### src/rtl/fetch_decode_unit.sv
// Instruction fetch and decode front end: fetches one word per instruction,
// holds it while the datapath executes, and advances or redirects the PC.

package fetch_decode_pkg;
  typedef logic [6:0] opcode_t;

  localparam opcode_t OPC_LOAD   = 7'b0000011;
  localparam opcode_t OPC_OP_IMM = 7'b0010011;
  localparam opcode_t OPC_AUIPC  = 7'b0010111;
  localparam opcode_t OPC_STORE  = 7'b0100011;
  localparam opcode_t OPC_OP     = 7'b0110011;
  localparam opcode_t OPC_LUI    = 7'b0110111;
  localparam opcode_t OPC_BRANCH = 7'b1100011;
  localparam opcode_t OPC_JALR   = 7'b1100111;
  localparam opcode_t OPC_JAL    = 7'b1101111;
  localparam opcode_t OPC_HALT   = 7'b1111111;
endpackage

module fetch_decode_unit
  import fetch_decode_pkg::*;
#(
  parameter logic [31:0] PC_INIT = 32'h0000_0000
) (
  input  logic          CLK,
  input  logic          RST,
  // instruction memory
  output logic          iREN,
  output logic [31:0]   iaddr,
  input  logic [31:0]   iload,
  input  logic          ihit,
  // datapath / control unit
  input  logic          mem_stall,
  output opcode_t       opcode,
  output logic [6:0]    funct7,
  output logic [2:0]    funct3,
  output logic [4:0]    rs1,
  output logic [4:0]    rs2,
  output logic [4:0]    rd,
  output logic [31:0]   imm,
  output logic          instr_valid,
  input  logic          PCSrc,
  input  logic          Jump,
  input  logic          halt,
  input  logic [31:0]   target,
  output logic [31:0]   pc,
  output logic [31:0]   pc_plus4,
  output logic          halted,
  output logic [31:0]   retired
);

  localparam int unsigned XLEN = 32;

  typedef enum logic [1:0] {
    S_FETCH  = 2'd0,
    S_EXEC   = 2'd1,
    S_HALTED = 2'd2
  } state_t;

  state_t            r_state;
  logic [XLEN-1:0]   r_pc;
  logic [XLEN-1:0]   r_instr;
  logic [XLEN-1:0]   r_retired;
  logic              r_iren;
  logic              r_valid;
  logic              r_halted;

  logic [XLEN-1:0]   w_pc_plus4;
  logic [XLEN-1:0]   w_target_aligned;
  logic [XLEN-1:0]   w_next_pc;
  logic [XLEN-1:0]   w_imm;

  // Redirect targets are forced to word alignment.
  assign w_pc_plus4       = r_pc + XLEN'(4);
  assign w_target_aligned = target & 32'hFFFF_FFFC;
  assign w_next_pc        = (Jump | PCSrc) ? w_target_aligned : w_pc_plus4;

  // Control FSM; status outputs are registered alongside the state.
  always_ff @(posedge CLK) begin
    if (RST) begin
      r_state   <= S_FETCH;
      r_pc      <= PC_INIT;
      r_instr   <= '0;
      r_retired <= '0;
      r_iren    <= 1'b1;
      r_valid   <= 1'b0;
      r_halted  <= 1'b0;
    end else begin
      case (r_state)
        S_FETCH: begin
          if (ihit) begin
            r_instr <= iload;
            r_state <= S_EXEC;
            r_iren  <= 1'b0;
            r_valid <= 1'b1;
          end
        end
        S_EXEC: begin
          if (!mem_stall) begin
            if (halt) begin
              r_state  <= S_HALTED;
              r_valid  <= 1'b0;
              r_halted <= 1'b1;
            end else begin
              r_retired <= r_retired + XLEN'(1);
              r_pc      <= w_next_pc;
              r_state   <= S_FETCH;
              r_iren    <= 1'b1;
              r_valid   <= 1'b0;
            end
          end
        end
        S_HALTED: begin
          r_state <= S_HALTED;
        end
        default: begin
          r_state  <= S_FETCH;
          r_iren   <= 1'b1;
          r_valid  <= 1'b0;
          r_halted <= 1'b0;
        end
      endcase
    end
  end

  // Immediate generation from the latched instruction only.
  always_comb begin
    w_imm = '0;
    case (r_instr[6:0])
      OPC_OP_IMM, OPC_LOAD, OPC_JALR:
        w_imm = {{20{r_instr[31]}}, r_instr[31:20]};
      OPC_STORE:
        w_imm = {{20{r_instr[31]}}, r_instr[31:25], r_instr[11:7]};
      OPC_BRANCH:
        w_imm = {{19{r_instr[31]}}, r_instr[31], r_instr[7],
                 r_instr[30:25], r_instr[11:8], 1'b0};
      OPC_LUI, OPC_AUIPC:
        w_imm = {r_instr[31:12], 12'b0};
      OPC_JAL:
        w_imm = {{11{r_instr[31]}}, r_instr[31], r_instr[19:12],
                 r_instr[20], r_instr[30:21], 1'b0};
      default:
        w_imm = '0;
    endcase
  end

  assign opcode      = r_instr[6:0];
  assign funct7      = r_instr[31:25];
  assign funct3      = r_instr[14:12];
  assign rs1         = r_instr[19:15];
  assign rs2         = r_instr[24:20];
  assign rd          = r_instr[11:7];
  assign imm         = w_imm;

  assign iREN        = r_iren;
  assign iaddr       = r_pc;
  assign instr_valid = r_valid;
  assign pc          = r_pc;
  assign pc_plus4    = w_pc_plus4;
  assign halted      = r_halted;
  assign retired     = r_retired;

endmodule

### config.mk
export PLATFORM = sky130hd
export DESIGN_NAME = fetch_decode_unit
export DESIGN_NICKNAME = d
export VERILOG_FILES = /design/src/rtl/fetch_decode_unit.sv
export SDC_FILE = /design/constraint.sdc
export NUM_CORES = 1
export LEC_CHECK = 0
export BUFFER_PORTS_ARGS = -buffer_cell sky130_fd_sc_hd__clkbuf_2
export CORE_MARGIN = 2
export CORE_UTILIZATION = 25
export CTS_CLUSTER_DIAMETER = 40
export DETAILED_ROUTE_END_ITERATION = 10
export HOLD_SLACK_MARGIN = 0.08
export SLEW_MARGIN = 20
export SYNTH_ARGS = -nofsm -noshare
export SYNTH_HDL_FRONTEND = slang
export SYNTH_SLANG_ARGS = --single-unit
### constraint.sdc
create_clock -name CLK -period 2.4 [get_ports CLK]
set_clock_uncertainty 0.05 [all_clocks]
set_input_delay 0.12 -clock CLK [delete_from_list [all_inputs] [get_ports CLK]]
set_output_delay 0.12 -clock CLK [all_outputs]
set_load 0.02 [all_outputs]
==> flow_metrics.tcl <==
set metrics [dict create \
    synth_warnings 0 \
    p_int_mw 2.78 \
    worstPathArrival_ns 2.53 \
    irDropWorstVdd_mv 0.253 \
    stdcell_area_um2 8480 \
    critPathLaunchType "primary input" \
    synth.avg_cell_area_um2 7.72 \
    htree_levels 3 \
    netlist_instances 754 \
    num_vias 6566 \
    grt_start_max_net_pins 70 \
    worst_hold_path_type "primary input to flip-flop" \
    yosysSeqAreaShare_pct 34.0 \
    cts_buffer_depth 2 \
    synth-simple-area-share_pct 27.1 \
    worst_pin_slew_ns 0.740 \
    synth-xor-area-share_pct 7.52 \
    layout-drive-gt1-share_pct 36.2 \
    p_clk_share_pct 40.2 \
    final_cells 1369 \
    dp.cells 1296 \
    grt_overflow 0 \
    vias_per_cell 4.80 \
    boundaryPins 266 \
    grt_first_pass_wirelength_um 32300 \
    clk_pin_slew_ns 0.07 \
    timing.rr.start "r_state[0]" \
    initial_core_util_pct 25.6 \
    fin_crit_ns 2.30 \
    yosysUniqueCellTypes 62 \
    final_common_cell "clkbuf_2" \
    p_leak_nw 3.82 \
    syn_area_um2 5820 \
    ys_async_sr_fraction_pct 0 \
    comb_power_share_pct 15.3 \
    p_total_mw 3.95 \
    fmax_mhz 435 \
    cts_made_buffers 9 \
    antenna_cells 0 \
    fp.coreArea_um2 22800 \
    clock-sinks 99 \
    synth_top_area_share_pct 34.0 \
    track_usage_pct 16.6 \
    drt_wl_total_um 21200 \
    hold_path_depth 3 \
    hold_start "target[21]" \
    first_pass_iters 5 \
    port_buffers 257 \
    fillerInstances 2347 \
    yosys.area.top_type "dfxtp_1" \
    dp_hpwl_um 15300 \
    grt_pass1_vias 5972 \
    ff2ff_path_depth 4 \
    synth_top_family_by_area "simple AND/OR/NAND/NOR gates" \
    cts_tree "done" \
    layout.nets 1124 \
    report.final.slew_viol_count 0 \
    ys_ff_latch 99 \
    rsz0062_at_grt "true" \
    wire_per_inst_um 15.5 \
    synthMuxAreaShare_pct 1.37 \
    required_ns 2.63 \
    placed_cell_area_um2 7420 \
    r2r-end "iaddr[24]" \
    setup_tns_ns 0 \
    layout_common_cells "clkbuf_2, nand2_1, dfxtp_1, a21oi_1, buf_4" \
    antenna_found_initial 0 \
    maxSlewHeadroom_pct 50.7 \
    status "finished, final reports clean" \
    clk_latency_ns 0.36 \
    die_height_um 157 \
    timing.final.crit_share_pct 95.7 \
    routabilityCongestion 0.836 \
    synth_compound_area_share_pct 19.1 \
    setup.worst_path.end_class "flip-flop" \
    clockRootBuffer "clkbuf_16" \
    crit_path_start "halt" \
    drc 0 \
    criticalPathCategory "primary input to flip-flop" \
    final_hold_viol_count 0 \
    p_seq_share_pct 44.5 \
    drt-initial-drc-count 369 \
    die_x_um 157 \
    placementRows 55 \
    dieArea_um2 24500 \
    drtAntennaViolNets 0 \
    rrSetupSlack_ns 0.20 \
    power_switching_mw 1.17 \
    synth_area_leaders "dfxtp_1, nand2_1, a21oi_1, xnor2_1, buf_4" \
    maxCapViolCount 0 \
    setup_viol 0 \
    synth-main-ff-cell "dfxtp_1" \
    cp_max_fo 20 \
    synthAdderAreaFrac_pct 0.430 \
    hold_path_end "iaddr[21]" \
    switching_share_pct 29.5 \
    areaGrowthSynthToFinish_pct 45.6 \
    power-per-cell-area_nw_per_um2 466 \
    synth_edf_count 0 \
]
## power groups by stage
stage / registers, mW / logic [mW] / clock network, mW
floorplan: 1.84 / 0.278 / 0
global placement: 1.79 / 0.525 / 0
detailed placement: 1.79 / 0.528 / 0
CTS: 1.75 / 0.603 / 1.64
global route: 1.77 / 0.659 / 1.71
finish: 1.76 / 0.605 / 1.59
## per-stage QoR
| step | util, % | setup slack (ns) | hold WS, ns |
|---|---|---|---|
| floorplan | - | 0.0824 | 0.206 |
| global placement | 32.6 | 0.174 | 0.295 |
| finish | 37.2 | 0.103 | 0.0839 |
| CTS | 36.8 | 0.00519 | 0.0810 |
| detailed placement | 32.6 | 0.147 | 0.301 |
| global route | 37.2 | -0.0377 | 0.117 |
## synth_stat cells (3+ instances only)
library cell	instances
a211oi_1	3
a21o_1	24
a21oi_1	63
a22o_1	6
a22oi_1	13
a31oi_1	11
and3_1	12
and4_1	6
buf_2	5
buf_4	37
buf_6	5
clkbuf_1	39
dfxtp_1	99
inv_1	15
mux2i_1	8
nand2_1	112
nand2b_1	4
nand3_1	25
nand4_1	14
nand4b_1	3
nor2_1	50
nor2b_1	7
nor3_1	23
nor4_1	12
o21ai_0	24
o22ai_1	9
o31ai_1	7
o32ai_1	3
or2_2	6
or3_1	12
or4_1	8
xnor2_1	32
xor2_1	18
## layer usage
metal | track usage [%] | vias up | wire (um)
li1 | - | 3221 | -
met1 | 20.3 | 3052 | 9080
met2 | 28.3 | 267 | 10100
met3 | 4.21 | 26 | 1650
met4 | 6.12 | 0 | 405
met5 | 0 | - | 0
## repair_timing
| item | 4_1_cts | 5_1_grt |
|---|---|---|
| buffers inserted | 1 | 0 |
| pin swaps | 2 | 6 |
| endpoints found under the hold margin | 56 | 0 |
| gates resized for setup | 19 | 27 |
| hold buffers | 56 | 0 |
| cloned | 0 | 0 |
| setup endpoints to repair | 29 | 36 |
## cells by family (layout without fill, tap and decap cells)
kind of cell / count (synthesis) / after routing
simple gates: 311 / 311
compound gates: 177 / 177
flops: 99 / 99
xor+xnor: 50 / 50
mux: 8 / 8
other cells: 1 / 6
buf+inv: 106 / 403
fa+ha+maj: 2 / 2
## state kept, by name, indices dropped and copies added (netlist names)
signal       cells
r_state          2
halted           1
iaddr           30
retired         32
r_instr         32
instr_valid      1
iREN             1
## worst max-delay path, stage by stage
cell and delay (ns):
dlygate4sd3_1 0.57, clkbuf_2 0.17, or4b_2 0.78, buf_4 0.27, or4_1 0.48, a31oi_1 0.13
## how the worst max path moves through the flow
stage                    to  slack, ns  cells past startpoint
2_1_floorplan     iaddr[24]       0.08                      7
3_3_place_gp    retired[31]       0.17                      6
3_5_place_dp    retired[31]       0.15                      6
4_1_cts        pc_plus4[29]      0.005                      6
5_1_grt             imm[13]      -0.04                      6
6_report          iaddr[24]       0.10                      6
## area by class of cell
cell class              count  area, um^2  area share (%)
multi-input cells         554        3410            40.2
repair buffers            372        2300            27.1
inverters                  15        56.3           0.664
clock inverters             7        92.6            1.09
clock buffers               9         225            2.66
flip-flops and latches     99        2000            23.6
well taps                 313         392            4.62
No activity file was read; power rests on OpenSTA's default activity.
